[config.mk]
export PLATFORM = sky130hd
export DESIGN_NAME = tape_pulse_player
export DESIGN_NICKNAME = d
export VERILOG_FILES = /design/src/rtl/tape_pkg.sv /design/src/rtl/tape_pulse_fifo.sv /design/src/rtl/tape_pulse_player.sv
export SDC_FILE = /design/constraint.sdc
export NUM_CORES = 1
export LEC_CHECK = 0
export ABC_CLOCK_PERIOD_IN_PS = 8730
export CAP_MARGIN = 0
export CORE_MARGIN = 3
export CORE_UTILIZATION = 25
export CTS_CLUSTER_DIAMETER = 150
export CTS_CLUSTER_SIZE = 40
export DETAILED_ROUTE_END_ITERATION = 8
export DONT_BUFFER_PORTS = 1
export PLACE_DENSITY = 0.4
export SYNTH_ARGS = -nofsm -noshare
export SYNTH_HDL_FRONTEND = slang
export SYNTH_HIERARCHICAL = 1
export SYNTH_SLANG_ARGS = --single-unit
export TNS_END_PERCENT = 5
[constraint.sdc]
create_clock -name clk -period 8.73 [get_ports clk]
set_input_delay 1.3095 -clock clk [delete_from_list [all_inputs] [get_ports clk]]
set_output_delay 1.3095 -clock clk [all_outputs]
set_load 0.005 [all_outputs]
[src/rtl/tape_pkg.sv]
// Shared types and defaults for the cassette tape pulse player.
//   tape_state_e  : player control states
//   DEFAULT_DEPTH : default pulse FIFO depth (entries)
//   DEFAULT_PW    : default pulse-length width (bits)
package tape_pkg;

    localparam int unsigned DEFAULT_DEPTH = 8;
    localparam int unsigned DEFAULT_PW    = 16;

    typedef enum logic [1:0] {
        IDLE   = 2'd0,
        PLAY   = 2'd1,
        STARVE = 2'd2
    } tape_state_e;

endpackage

[src/rtl/tape_pulse_fifo.sv]
// Pulse-length FIFO for the tape player.
//   clk, reset : system clock, synchronous active-high reset
//   clr        : discard all entries (wins over push/pop)
//   push/push_data : write one entry when not full
//   pop        : drop the head entry when not empty
//   head       : entry at the read pointer
//   count      : entries queued (registered)
//   empty/full : registered status flags derived from the next count
module tape_pulse_fifo #(
    parameter int unsigned DEPTH = 8,
    parameter int unsigned PW    = 16
) (
    input  logic                     clk,
    input  logic                     reset,
    input  logic                     clr,
    input  logic                     push,
    input  logic [PW-1:0]            push_data,
    input  logic                     pop,
    output logic [PW-1:0]            head,
    output logic [$clog2(DEPTH):0]   count,
    output logic                     empty,
    output logic                     full
);

    localparam int unsigned AW = $clog2(DEPTH);
    localparam int unsigned CW = AW + 1;

    logic [PW-1:0] mem [DEPTH];
    logic [AW-1:0] wr_ptr;
    logic [AW-1:0] rd_ptr;
    logic          do_push;
    logic          do_pop;
    logic [CW-1:0] count_n;

    // Guarded push/pop and next occupancy; simultaneous push+pop keeps count.
    always_comb begin
        do_push = push && !full && !clr;
        do_pop  = pop && !empty && !clr;
        count_n = count;
        case ({do_push, do_pop})
            2'b10:   count_n = count + CW'(1);
            2'b01:   count_n = count - CW'(1);
            default: count_n = count;
        endcase
        if (clr) begin
            count_n = '0;
        end
    end

    // Pointers wrap naturally because DEPTH is a power of two.
    always_ff @(posedge clk) begin
        if (reset) begin
            wr_ptr <= '0;
            rd_ptr <= '0;
            count  <= '0;
            empty  <= 1'b1;
            full   <= 1'b0;
        end else begin
            if (clr) begin
                wr_ptr <= '0;
                rd_ptr <= '0;
            end else begin
                if (do_push) begin
                    wr_ptr <= wr_ptr + AW'(1);
                end
                if (do_pop) begin
                    rd_ptr <= rd_ptr + AW'(1);
                end
            end
            count <= count_n;
            empty <= (count_n == '0);
            full  <= (count_n == CW'(DEPTH));
        end
    end

    // Storage needs no reset: occupancy alone decides what is valid.
    always_ff @(posedge clk) begin
        if (do_push) begin
            mem[wr_ptr] <= push_data;
        end
    end

    assign head = mem[rd_ptr];

endmodule

[src/rtl/tape_pulse_player.sv]
// Cassette tape pulse player: replays queued pulse lengths (in 1 MHz ticks)
// as level toggles on the cassette input line.
//   clk, reset   : system clock, synchronous active-high reset
//   ce_1m        : one-clk 1 MHz tick
//   motor        : tape motor enable; 0 freezes playback
//   flush        : discard queued pulses and return to idle
//   pulse_len/pulse_valid/pulse_ready : pulse push handshake
//   tape_in      : cassette level
//   playing      : controller is in PLAY
//   underrun     : sticky flag, FIFO ran dry at the end of a pulse
//   fifo_count   : entries queued
module tape_pulse_player
    import tape_pkg::*;
#(
    parameter int unsigned DEPTH = DEFAULT_DEPTH,
    parameter int unsigned PW    = DEFAULT_PW
) (
    input  logic                     clk,
    input  logic                     reset,
    input  logic                     ce_1m,
    input  logic                     motor,
    input  logic                     flush,
    input  logic [PW-1:0]            pulse_len,
    input  logic                     pulse_valid,
    output logic                     pulse_ready,
    output logic                     tape_in,
    output logic                     playing,
    output logic                     underrun,
    output logic [$clog2(DEPTH):0]   fifo_count
);

    tape_state_e   state;
    tape_state_e   state_n;
    logic [PW-1:0] cnt;
    logic [PW-1:0] cnt_n;
    logic          tape_n;
    logic          underrun_n;
    logic          fifo_pop;
    logic          fifo_push;
    logic [PW-1:0] fifo_head;
    logic          fifo_empty;
    logic          fifo_full;
    logic [PW-1:0] load_val;
    logic          tick;

    // Ready comes from registered occupancy only; a pop this cycle gives no credit.
    assign pulse_ready = !reset && !flush && !fifo_full;
    assign fifo_push   = pulse_valid && pulse_ready;

    // A zero-length pulse is played as one tick.
    assign load_val = (fifo_head == '0) ? PW'(1) : fifo_head;
    assign tick     = ce_1m && motor;

    tape_pulse_fifo #(
        .DEPTH (DEPTH),
        .PW    (PW)
    ) u_fifo (
        .clk       (clk),
        .reset     (reset),
        .clr       (flush),
        .push      (fifo_push),
        .push_data (pulse_len),
        .pop       (fifo_pop),
        .head      (fifo_head),
        .count     (fifo_count),
        .empty     (fifo_empty),
        .full      (fifo_full)
    );

    // Control state register.
    always_ff @(posedge clk) begin
        if (reset) begin
            state    <= IDLE;
            cnt      <= '0;
            tape_in  <= 1'b0;
            underrun <= 1'b0;
            playing  <= 1'b0;
        end else begin
            state    <= state_n;
            cnt      <= cnt_n;
            tape_in  <= tape_n;
            underrun <= underrun_n;
            playing  <= (state_n == PLAY);
        end
    end

    // Next-state, counter and level logic.
    always_comb begin
        state_n    = state;
        cnt_n      = cnt;
        tape_n     = tape_in;
        underrun_n = underrun;
        fifo_pop   = 1'b0;

        case (state)
            IDLE, STARVE: begin
                // Loading a pulse never toggles the level.
                if (motor && !fifo_empty) begin
                    fifo_pop = 1'b1;
                    cnt_n    = load_val;
                    state_n  = PLAY;
                end
            end
            PLAY: begin
                if (tick) begin
                    if (cnt <= PW'(1)) begin
                        // Pulse ends: toggle and chain the next pulse on the same edge.
                        tape_n = !tape_in;
                        if (!fifo_empty) begin
                            fifo_pop = 1'b1;
                            cnt_n    = load_val;
                        end else begin
                            cnt_n      = '0;
                            state_n    = STARVE;
                            underrun_n = 1'b1;
                        end
                    end else begin
                        cnt_n = cnt - PW'(1);
                    end
                end
            end
            default: begin
                state_n = IDLE;
                cnt_n   = '0;
            end
        endcase

        if (flush) begin
            state_n    = IDLE;
            cnt_n      = '0;
            tape_n     = 1'b0;
            underrun_n = 1'b0;
            fifo_pop   = 1'b0;
        end
    end

endmodule
* After elaboration in Yosys (flattened, before gate mapping)
Memory sizes are Yosys's and may differ from the RTL's. A register that Yosys moved wholly into a read port is not among the register bits.
Index checks and enable logic that the tools add are counted.
** Operators by class
- Mux-type cells :: 24
- Equal/unequal tests :: 8
- Multipliers :: 0
- $add $sub $neg :: 5
- Div/mod/pow operators :: 0
- Shift-type cells :: 0
- Bitwise logic cells :: 0
- Reduce and logical (&&, ||, !) cells :: 22
- Order comparisons :: 1
** Operators by type and width (number)
- $mux W16 :: 5
- $pmux W16 S2 :: 1
- $le A16 B1 Y1 const B :: 1
- $logic_not A16 Y1 :: 1
- $sub A16 B1 Y16 const B :: 1
- $mux W2 :: 5
- $logic_and A1 B1 Y1 :: 9
- $pmux W4 S2 :: 1
- $mux W1 :: 7
- $add A3 B1 Y3 const B :: 2
- $eq A2 B1 Y1 const B :: 3
- $mux W3 :: 2
- $logic_not A1 Y1 :: 5
- $add A4 B1 Y4 const B :: 1
- $eq A2 B2 Y1 const B :: 2
- $eq A4 B4 Y1 const B :: 1
- $logic_not A4 Y1 :: 1
- $mux W4 :: 1
- $ne A2 B2 Y1 const B :: 2
- $pmux W2 S2 :: 1
- $reduce_and A4 Y1 :: 1
- $reduce_or A2 Y1 :: 2
- $sub A4 B1 Y4 const B :: 1
- $reduce_and A3 Y1 :: 1
- other kinds (3) :: 3
** Word-level totals
- Bits in latches :: 0
- Bits in registers :: 33
- Memories kept :: 1
- Input port bits :: 22
- RAM bits :: 128
- Memory bits (read-only) :: 0
- Output and inout port bits :: 8
- Logic and storage cells :: 71
** Memory list
- u_fifo.mem :: words 8, bits a word 16, read ports 1, clocked after memory_dff 1, write ports 1, line tape_pulse_fifo.sv:28 : logic [PW-1:0] mem [DEPTH];

* Depth between registers and ports, before layout
Gate-level depths: netlist of run 1.
- Word-level depth :: 11
- Gate-level depth with buffers :: 15
- Mapped depth without buffers :: 14

* Cells and area by module
The synthesis of run 1 kept the hierarchy.
** By module, submodules not included
- tape_pulse_fifo :: sequential area each 4144.0 um^2, times used 1, area an instance 5579.1 um^2, cells each 278
- tape_pulse_player :: sequential area each 420.4 um^2, times used 1, area an instance 1587.8 um^2, cells each 195

* Least setup slack after synthesis of run 1
Ideal clock, no wire load.
- Path type :: in2reg
- Start :: input flush
- End :: memory u_fifo.mem[1][0], enable pin
- Required time :: 8.321 ns
- Stages on the path :: 7
- Data arrival time :: 3.636 ns
- Buffers on the path :: 1
- Path slack :: 4.685 ns
- Library setup time :: 0.409 ns
- Path through :: or2_2 > clkbuf_1 > nor2_1 > and2_1 > nor3b_1 > nand2_1 > nor3_1
** On the way
- Longest elaborated chain between the ends :: 8
** Ends and longest elaborated chain
- start, declared :: line tape_pulse_player.sv:22 : input logic flush,
- $logic_not A1 Y1 :: line tape_pulse_player.sv:47 : assign pulse_ready = !reset && !flush && !fifo_full;
- $logic_and A1 B1 Y1 (2 in series) :: line tape_pulse_player.sv:47
- net pulse_ready :: line tape_pulse_player.sv:25 : output logic pulse_ready,
- $logic_and A1 B1 Y1 :: line tape_pulse_player.sv:48 : assign fifo_push = pulse_valid && pulse_ready;
- net fifo_push :: line tape_pulse_player.sv:39 : logic fifo_push;
- $logic_and A1 B1 Y1 (2 in series) :: line tape_pulse_fifo.sv:37 : do_push = push && !full && !clr;
- $mux W1 :: line tape_pulse_fifo.sv:78 : if (do_push) begin
- $mux W1 (implied by the code) :: line tape_pulse_fifo.sv:79 : mem[wr_ptr] <= push_data;
- end, declared :: line tape_pulse_fifo.sv:28
The timed path passes the listed nets, and every way through them passes these cells.

* Final worst setup path of run 1
- Start :: register cnt[5]
- End :: register u_fifo.empty
** On the way
- Longest elaborated chain between the ends :: 11
- Elaborated cells on any way between the ends :: 12
- Classes of those cells :: 1 x order compare; 2 x eq/ne; 6 x mux; 3 x reduce/logical
** Ends and longest elaborated chain
- start, declared :: line tape_pulse_player.sv:34 : logic [PW-1:0] cnt;
- start signal, assigned :: line tape_pulse_player.sv:80 : cnt <= cnt_n;
- $le A16 B1 Y1 * :: line tape_pulse_player.sv:106 : if (cnt <= PW'(1)) begin
- $mux W1 * :: line tape_pulse_player.sv:106
- $mux W1 * :: line tape_pulse_player.sv:105 : if (tick) begin
- $pmux W1 S2 * :: line tape_pulse_player.sv:95 : case (state)
- $mux W1 * :: line tape_pulse_player.sv:128 : if (flush) begin
- net fifo_pop :: line tape_pulse_player.sv:38 : logic fifo_pop;
- $logic_and A1 B1 Y1 * (2 in series) :: line tape_pulse_fifo.sv:38 : do_pop = pop && !empty && !clr;
- $eq A2 B1 Y1 or $eq A2 B2 Y1 (tied branches) :: line tape_pulse_fifo.sv:40 : case ({do_push, do_pop})
- $pmux W4 S2 * :: line tape_pulse_fifo.sv:40
- $mux W4 * :: line tape_pulse_fifo.sv:45 : if (clr) begin
- $logic_not A4 Y1 * :: line tape_pulse_fifo.sv:71 : empty <= (count_n == '0);
- end signal, assigned :: line tape_pulse_fifo.sv:71
- end, declared :: line tape_pulse_fifo.sv:21 : output logic empty,
The timed path passes the listed nets; every way through them passes the cells marked *.
A chain may end at the register's enable or synchronous reset.

==> metrics.csv, run 1 <==
metric;value;unit
power.leakage;2.557;nW
synth_top_cells_by_area;edfxtp_1, dfxtp_1, mux4_2;
period_needed;4.235;ns
multiInputGateArea;2502;um2
worst_pin_slew;1.147;ns
gp_congestion;0.7607;
finalHoldViolCount;0;
worst-r2r-cell-count;13;
dr.pass1.iters;5;
regArea;4566;um2
diodes;0;
detailed_place_hpwl;10.31;mm
setup_viol;0;
cts-root-buf;clkbuf_16;
cts_buffers;17;
ir_worst_vdd;0.1212;mV
outcome;finished clean;
fin_skew;0.01160;ns
overflow;0;
worstPathCellList;nor4_4, nand3_4, nor2_1, a31oi_1, nor3b_1, nor3b_1, ha_1, xor2_1, ha_1, nor2_1, a211o_1, a31o_1, and3_1;
yosysUniqueCellTypes;62;
clk_pin_slew;0.07;ns
post-cts-setup-buffers;0;
via_count;4006;
holdCritPathClass;reg -> reg;
yosysTopAreaCell;edfxtp_1;
fillCellCount;2840;
avgSynthCellArea;15.15;um2
grt_max_degree;33;
syn_nets;502;
slowest_delay;0.67;ns
yosys.area_share.xor_xnor;2.200;%
critPathLaunch;cnt[5]$_SDFFE_PP0P_;
synth_edf_count;128;
yosysSeqAreaShare;63.69;%
synthSimpleGateAreaFrac;9.899;%
cts_tree;yes;
max_cap_violations;0;
yosys-top-cells-count;edfxtp_1, dfxtp_1, mux4_2, nor2_1, a21oi_1;
hold_buffers;0;
fin_setup_tns;0;ns
required;9.05;ns
min_from;underrun$_SDFFE_PP0P_;
max_clock_freq;236.1;MHz
yosysMostFrequentCell;edfxtp_1;
critPathCaptureType;flop;
r2r-start;cnt[5]$_SDFFE_PP0P_;
rsz0062_at_grt;false;
port_buffers;0;
wl_per_cell;19.29;um
layout-drive-gt1-share;22.70;%
cts.sinks;164;
nNetsFinal;505;
cts.path.max_buffers;2;
synth.ff_latch_count;164;
crit_type;reg -> reg;
post-route-drc-count;0;
final_area;8228;um2
crit_arrival;4.56;ns
rows;61;
ys_warn_count;6;
grt_pass1_vias;4172;
grt_pass1_wl;25.61;mm
relSlewSlack;23.41;%
crit_fanout;9;
grt_use_total;11.19;%
netlist_area;7167;um2
synthArstFlopShare;0;%
drt-total-wl;16.73;mm
cpMaxStageDelayCell;nor3b_1;
antenna_found_initial;0;
core_area;28010;um2
start_util;25.59;%
routed_via_density;4.621;
antenna_left;0;
ctsResizeCount;0;
period_share;48.52;%
place_area;7620;um2
synth_top_family_by_area;multiplexers;
holdPathStages;2;
areaGrowthSynthToFinish;14.80;%
synthAdderAreaFrac;1.222;%
synth_compound_area_share;8.258;%
dieWidth;175.3;um
worstSetupStartpointType;flop;
finalMaxSlewViolations;0;
synth_flop_cell;edfxtp_1;
syn_inst;473;
power_density;200.9;nW/um2
synthMuxAreaShare;12.99;%
cts_max_level;4;
insertion_delay;0.43;ns
yosysTopAreaCellShare;53.63;%
drtIter0Drc;307;
die_h;175.3;um
die_area;30740;um2
io_pins;30;
-- cell usage in the layout, fill, tap and decap left out, types with 4 or more instances in the layout --
master,instances
a21oi_1,23
a221oi_1,6
a31oi_1,5
buf_4,8
clkbuf_16,17
dfxtp_1,35
edfxtp_1,128
ha_1,7
inv_1,5
inv_6,4
inv_8,4
mux2_2,16
mux4_2,32
nand2_1,13
nand2b_1,9
nand3_1,8
nor2_1,26
nor2_2,6
nor2b_1,9
nor3_1,10
nor3b_1,5
nor4_1,5
o211ai_1,5
o21ai_0,18
xnor2_1,8
xor2_1,10
-- layout make-up --
class	count	share of cell area, %
clock buffers	17	5.170
clock inverters	15	2.220
inverters	5	0.2281
multi-input cells	280	30.41
flip-flops and latches	164	55.49
well taps	378	5.748
repair buffers	8	0.7299
-- worst max-delay path: cells and delay by family, from the launching register on --
kind / cells / cell delay, ns
AND/OR/NAND/NOR: 7 / 2.18
adder cells (fa/ha/maj): 2 / 0.78
AO/OA/AOI/OAI: 3 / 0.67
flip-flops: 1 / 0.38
XOR/XNOR: 1 / 0.12
-- cells by family (layout without fill, tap and decap cells) --
group                      Yosys count  count (layout)
DFF                                164             164
and+or+nand+nor                    119             119
AOI/OAI and AO/OA                   85              85
muxes                               51              51
buffers and inverters               29              45
xor gates and xnor gates            18              18
adders and majority gates            7               7
-- path summary, 6_finish.rpt --
check	end	slack, ns
worst max register to register	u_fifo/empty$_SDFF_PP1_	4.49
worst min register to register	underrun$_SDFFE_PP0P_	0.51
worst min-delay path	underrun$_SDFFE_PP0P_	0.51
worst max-delay path	u_fifo/empty$_SDFF_PP1_	4.49
-- per-stage QoR --
stage	power (W)	cells	worst slack (ns)	utilization, %	hold slack [ns]
6_report	0.001653	867	4.495	29.37	0.5125
5_1_grt	0.001709	867	4.167	29.37	0.5565
4_1_cts	0.001674	867	4.460	29.37	0.5105
3_5_place_dp	0.0008919	835	4.246	27.20	0.4910
3_3_place_gp	0.0008917	835	4.297	27.20	0.4914
2_1_floorplan	0.0008835	473	4.685	-	0.4604
-- power by group --
group          total [W]  switching (W)  internal, W
clock           0.000779       0.000344     0.000435
combinational  0.0000293      0.0000183    0.0000110
sequential      0.000845     0.00000181     0.000843
total            0.00165       0.000364      0.00129
-- per-layer routing --
layer | track usage (%) | up-vias | part of all wire (%)
met1 | 14.47 | 2042 | 46
met5 | 0 | - | 0
met3 | 3.005 | 20 | 3.9
li1 | - | 1882 | -
met2 | 18.47 | 62 | 48
met4 | 3.291 | 0 | 1.5
-- state kept, by name, summed over array words and instances, names as in the netlist, named ones only --
signal and count:
underrun 1, u_fifo/full 1, state 2, u_fifo/empty 1
u_fifo/rd_ptr 3, u_fifo/count 4, u_fifo/mem 128, u_fifo/wr_ptr 3
playing 1, tape_in 1, cnt 16
No activity file was read; power rests on OpenSTA's default activity.
==> inputs of run 2 (changes only) <==
ABC_CLOCK_PERIOD_IN_PS = 3690   (was 8730)
PLACE_DENSITY = 0.42   (was 0.4)
clock period = 3.69 ns   (was 8.73 ns; I/O delays follow)
==> run 2 against run 1 <==
Effect of this change:
- die area is the same
- core utilization rose by 0.27 points
- critical path depth grew 1
- via count is 4.0% higher
==> metrics.csv, run 2 (synthesized netlist as in run 1, its figures left out) <==
metric;value;unit
outcome;finished clean;
worstPathCellList;nor4_4, nand3_4, nor2_1, a31oi_1, nor3b_1, nor3b_1, buf_4, ha_2, xor2_1, ha_1, a21oi_1, o21ai_0, a31o_1, and3_1;
pwr-share-clk;45.5;%
worstSetupStartpointType;flop;
fillCellCount;2813;
dr.pass1.iters;4;
rows;61;
grt_use_total;11.46;%
required;4.01;ns
worst-r2r-cell-count;14;
port_buffers;0;
largest_reg_flops;128;
ir_worst_vdd;0.2576;mV
power.leakage;2.624;nW
p_comb_share;1.9;%
intPower;0.002971;W
holdCritPathClass;in -> reg;
setup_viol;0;
fin_skew;0.01036;ns
max_cap_violations;0;
crit_type;reg -> reg;
grt_pass1_vias;4366;
critPathCaptureType;flop;
period_share;91.90;%
max_clock_freq;294.9;MHz
rsz0062_at_grt;false;
cts_max_level;4;
io_pins;30;
die_area;30740;um2
insertion_delay;0.42;ns
grt_max_degree;33;
utilization;29.65;%
layout-drive-gt1-share;23.86;%
drt-total-wl;16.83;mm
core_area;28010;um2
cts_buffers;17;
cts.sinks;164;
crit_fanout;9;
cp.depth;14;
switching_power;0.0008258;W
critPathBufInv;1;
crit_arrival;3.71;ns
cts-root-buf;clkbuf_16;
fin_setup_tns;0;ns
power_density;457.2;nW/um2
hold_buffers;0;
clk_pin_slew;0.07;ns
switching_share;21.75;%
grt_pass1_wl;26.65;mm
slowest_delay;0.46;ns
post-route-drc-count;0;
diodes;0;
dieWidth;175.3;um
drtIter0Drc;266;
layout_commonest_cell;edfxtp_1;
largestRegisters;u_fifo/mem (128), cnt (16), u_fifo/count (4);
antenna_left;0;
via_count;4168;
path_delay_family;simple AND/OR/NAND/NOR gates;
finalMaxSlewViolations;0;
period_needed;3.391;ns
antenna_found_initial;0;
overflow;0;
p_seq_share;52.6;%
detailed_place_hpwl;10.60;mm
holdPathStages;0;
worst_pin_slew;0.9579;ns
cp_common_cell;nor3b_1;
relSlewSlack;35.65;%
wl_per_cell;19.10;um
nNetsFinal;520;
final_cell_mix;edfxtp_1, dfxtp_1, nor2_1, mux4_2, a21oi_1;
gp_congestion;0.8277;
areaGrowthSynthToFinish;15.87;%
cts_tree;yes;
cpMaxStageDelayCell;nor4_4;
cts.path.max_buffers;2;
die_h;175.3;um
finalHoldViolCount;0;
top_register;u_fifo/mem;
routed_via_density;4.731;
start_util;25.59;%
## run 2: cell types whose count changed in the layout (fill, tap and decap cells not counted), moves of 2 or more
cell,before,now
clkinvlp_4,3,1
buf_4,8,22
clkinv_4,0,4
nor2_2,6,0
inv_8,4,2
nor2_1,26,32
## run 2: repair_timing
| item | 4_1_cts | 5_1_grt |
|---|---|---|
| resized for setup | 0 | 1 |
| endpoints found under the setup margin | 0 | 2 |
| buffers inserted | 0 | 0 |
## run 2: metrics by stage
stage / power [W] / setup slack, ns / std cells / area (um2) / hold slack (ns)
finish: 0.003796 / 0.2988 / 881 / 8304 / 0.2209
global route: 0.003934 / 0.007568 / 881 / 8304 / 0.1943
CTS: 0.003847 / 0.2309 / 881 / 8302 / 0.2023
detailed placement: 0.002113 / 0.2396 / 850 / 7730 / 0.5064
global placement: 0.002113 / 0.3532 / 850 / 7730 / 0.4859
floorplan: 0.002090 / 0.2017 / 473 / 7167 / 0.4604
## run 2: layout make-up
cell class              count  area (um2)  share of cell area [%]
multi-input cells         280        2490                   29.98
clock inverters            14       146.4                   1.763
well taps                 378       473.0                   5.695
clock buffers              17       425.4                   5.123
flip-flops and latches    164        4566                   54.98
inverters                   5       18.77                  0.2260
repair buffers             23       185.2                   2.230
## run 2: path summary, 6_finish.rpt
check / to / start / slack, ns
max: u_fifo/empty$_SDFF_PP1_ / cnt[11]$_SDFFE_PP0P_ / 0.30
min: u_fifo/mem[6][15]$_DFFE_PP_ / pulse_len[15] / 0.22
min reg2reg: underrun$_SDFFE_PP0P_ / underrun$_SDFFE_PP0P_ / 0.51
max reg2reg: u_fifo/empty$_SDFF_PP1_ / cnt[11]$_SDFFE_PP0P_ / 0.30
## run 2: per-layer routing
| layer | vias up | global-route usage (%) | routed length (um) |
|---|---|---|---|
| met3 | 8 | 3.113 | 749 |
| met1 | 2196 | 14.76 | 7645 |
| li1 | 1902 | - | - |
| met2 | 62 | 19.02 | 8315 |
| met5 | - | 0 | 0 |
| met4 | 0 | 3.291 | 120 |
## run 2: power by group through the flow
| stage | registers, W | clock network, W | logic, W |
|---|---|---|---|
| after floorplan | 0.00204 | 0 | 0.0000517 |
| after global placement | 0.00204 | 0 | 0.0000741 |
| after detailed placement | 0.00204 | 0 | 0.0000736 |
| after CTS | 0.00200 | 0.00178 | 0.0000742 |
| after global routing | 0.00200 | 0.00186 | 0.0000803 |
| final | 0.00200 | 0.00173 | 0.0000727 |
==> inputs of run 3 (changes only) <==
SYNTH_HIERARCHICAL = unset   (was 1)
==> run 3 against run 2 <==
Effect of this change:
- power rose by 3.2%
- clock-buffer cell count is 1 higher
- register-to-register slack lost 0.03 ns
- largest cell class unchanged
- clock power grew 7%
- sequential share of layout area up 2.6 points
- design area is 4.5% lower
- sequential cell count unchanged
- sequential power barely moved
- wire length fell by 5.2%
- core utilization is 0.23 points lower
==> metrics.csv, run 3 <==
metric;value;unit
yosysMostFrequentCell;edfxtp_1;
setup_viol;0;
yosys-top-cells-count;edfxtp_1, nor2_1, dfxtp_1;
holdCritPathClass;in -> reg;
slowest_delay;0.57;ns
cts.sinks;164;
cts_buffers;17;
crit_fanout;14;
required;4.00;ns
grt_pass1_wl;24.97;mm
outcome;finished clean;
reg2reg_to;u_fifo.empty$_SDFF_PP1_;
synth_edf_count;128;
min_from;pulse_len[3];
period_share;92.65;%
synth.ff_latch_count;164;
syn_nets;506;
cpMaxStageDelayCell;nor4_4;
antenna_found_initial;0;
worstPathCellList;nor4_4, nand3_4, o41a_4, nor3_4, ha_1, xor2_1, ha_1, a21oi_1, xor2_1, nor2_1, xnor2_1, a21oi_1, a21oi_1;
clk_pin_slew;0.07;ns
syn_inst;477;
ys_warn_count;0;
detailed_place_hpwl;10.11;mm
layout-drive-gt1-share;17.89;%
max_clock_freq;292.5;MHz
layout_commonest_cell;edfxtp_1;
gp_congestion;0.7657;
grt_pass1_vias;4158;
power_density;494.4;nW/um2
io_pins;30;
critPathBufInv;0;
final_cell_mix;edfxtp_1, nor2_1, dfxtp_1;
switching_share;20.69;%
port_buffers;0;
intPower;0.003109;W
critPathCaptureType;flop;
ir_worst_vdd;0.3005;mV
synthArstFlopShare;0;%
yosysTopAreaCellShare;56.01;%
yosysTopAreaCell;edfxtp_1;
cts-root-buf;clkbuf_16;
ctsResizeCount;0;
largestRegisters;u_fifo.mem (128), cnt (16), u_fifo.count (4);
yosysUniqueCellTypes;54;
finalMaxSlewViolations;0;
post-route-drc-count;0;
cp_common_cell;a21oi_1;
p_comb_share;1.8;%
fin_setup_tns;0;ns
r2r-start;cnt[2]$_SDFFE_PP0P_;
via_count;3992;
grt_max_degree;27;
nNetsFinal;519;
hold_buffers;0;
cts.path.max_buffers;2;
avgSynthCellArea;14.39;um2
core_area;26950;um2
r2r_slack;0.27;ns
start_util;25.46;%
die_area;29480;um2
fillCellCount;2660;
period_needed;3.419;ns
synth_flop_cell;edfxtp_1;
power.leakage;2.494;nW
cts_max_level;4;
pwr-share-clk;47.2;%
synth_top_cells_by_area;edfxtp_1, dfxtp_1, mux4_2;
die_h;171.7;um
rows;60;
insertion_delay;0.42;ns
routed_via_density;4.730;
holdPathStages;0;
dieWidth;171.7;um
worst_pin_slew;1.052;ns
post-cts-setup-buffers;0;
place_inst;812;
grt_use_total;11.41;%
switching_power;0.0008110;W
crit_type;reg -> reg;
overflow;0;
final_cells;844;
whs_endpoint;u_fifo.mem[3][3]$_DFFE_PP_;
wl_per_cell;18.90;um
rsz0062_at_grt;false;
crit_arrival;3.73;ns
cp.depth;13;
largest_reg_flops;128;
fin_skew;0.01312;ns
worstSetupStartpointType;flop;
worst-r2r-cell-count;13;
areaGrowthSynthToFinish;15.53;%
cts_tree;yes;
yosysSeqAreaShare;66.51;%
netlist_area;6863;um2
finalHoldViolCount;0;
dr.pass1.iters;7;
path_delay_family;simple AND/OR/NAND/NOR gates;
antenna_left;0;
diodes;0;
drt-total-wl;15.95;mm
p_seq_share;51.1;%
relSlewSlack;29.70;%
max_cap_violations;0;
top_register;u_fifo.mem;
drtIter0Drc;299;
## run 3: changes by cell type in the layout (fill, tap and decap cells not counted), moves of 5 or more
| cell | delta |
|---|---|
| mux2i_1 | +17 |
| mux4_2 | -16 |
| nor2_1 | +13 |
| o22ai_1 | +11 |
| a22oi_1 | +7 |
| o21ai_0 | +7 |
| buf_4 | -6 |
| nand2_1 | +6 |
| nor2b_1 | -6 |
| a21oi_1 | -5 |
## run 3: how the worst max path moves through the flow
stage                               to                start  slack [ns]
2_1_floorplan  u_fifo.empty$_SDFF_PP1_  cnt[2]$_SDFFE_PP0P_        0.67
3_3_place_gp   u_fifo.empty$_SDFF_PP1_  cnt[2]$_SDFFE_PP0P_        0.36
3_5_place_dp   u_fifo.empty$_SDFF_PP1_  cnt[2]$_SDFFE_PP0P_        0.29
5_1_grt        u_fifo.empty$_SDFF_PP1_  cnt[2]$_SDFFE_PP0P_        0.05
6_report       u_fifo.empty$_SDFF_PP1_  cnt[2]$_SDFFE_PP0P_        0.27
4_1_cts        u_fifo.empty$_SDFF_PP1_  cnt[2]$_SDFFE_PP0P_        0.29
## run 3: worst register-to-register path: cells and delay by family (launching register included)
family	cells	cell delay, ns
simple gates	4	1.07
compound gates	4	0.99
fa+ha+maj	2	0.49
xor+xnor	3	0.39
flops	1	0.38
## run 3: kinds of logic (layout without fill, tap and decap cells)
group | after synthesis | in the layout | synth area share [%]
AO/OA/AOI/OAI | 96 | 96 | 9.043
XOR/XNOR | 13 | 13 | 1.659
adder cells (fa/ha/maj) | 7 | 7 | 1.276
buffers and inverters | 26 | 52 | 1.841
flip-flops | 164 | 164 | 66.51
multiplexers | 50 | 50 | 10.46
AND/OR/NAND/NOR | 121 | 121 | 9.207
## run 3: routing by layer
metal	vias to the layer above	GRT usage (%)	share of wire, %
li1	1882	-	-
met1	2019	14.52	46
met2	84	18.96	49
met3	7	3.425	5.1
met4	0	3.114	0.76
met5	-	0	0
## run 3: power groups by stage
stage          Sequential (W)  Combinational (W)  Clock [W]
2_1_floorplan         0.00204          0.0000527          0
3_3_place_gp          0.00204          0.0000693          0
3_5_place_dp          0.00204          0.0000695          0
4_1_cts               0.00200          0.0000700    0.00190
5_1_grt               0.00200          0.0000769    0.00198
6_report              0.00200          0.0000692    0.00185
## run 3: area by class of cell
| cell class | count | area (um2) | share of cell area (%) |
|---|---|---|---|
| well taps | 341 | 426.7 | 5.381 |
| clock buffers | 18 | 429.2 | 5.413 |
| inverters | 4 | 15.01 | 0.1894 |
| flip-flops and latches | 164 | 4566 | 57.58 |
| repair buffers | 16 | 120.1 | 1.515 |
| multi-input cells | 287 | 2182 | 27.52 |
| clock inverters | 14 | 190.2 | 2.399 |
## run 3: per-stage QoR
step | setup WS (ns) | cell area, um2 | power [W] | utilization (%) | hold WS, ns
2_1_floorplan | 0.6743 | 6863 | 0.002093 | - | 0.4604
3_3_place_gp | 0.3572 | 7310 | 0.002111 | 27.12 | 0.4800
3_5_place_dp | 0.2891 | 7310 | 0.002112 | 27.12 | 0.4857
4_1_cts | 0.2880 | 7929 | 0.003968 | 29.42 | 0.2014
5_1_grt | 0.04763 | 7929 | 0.004055 | 29.42 | 0.1909
6_report | 0.2712 | 7929 | 0.003920 | 29.42 | 0.2206
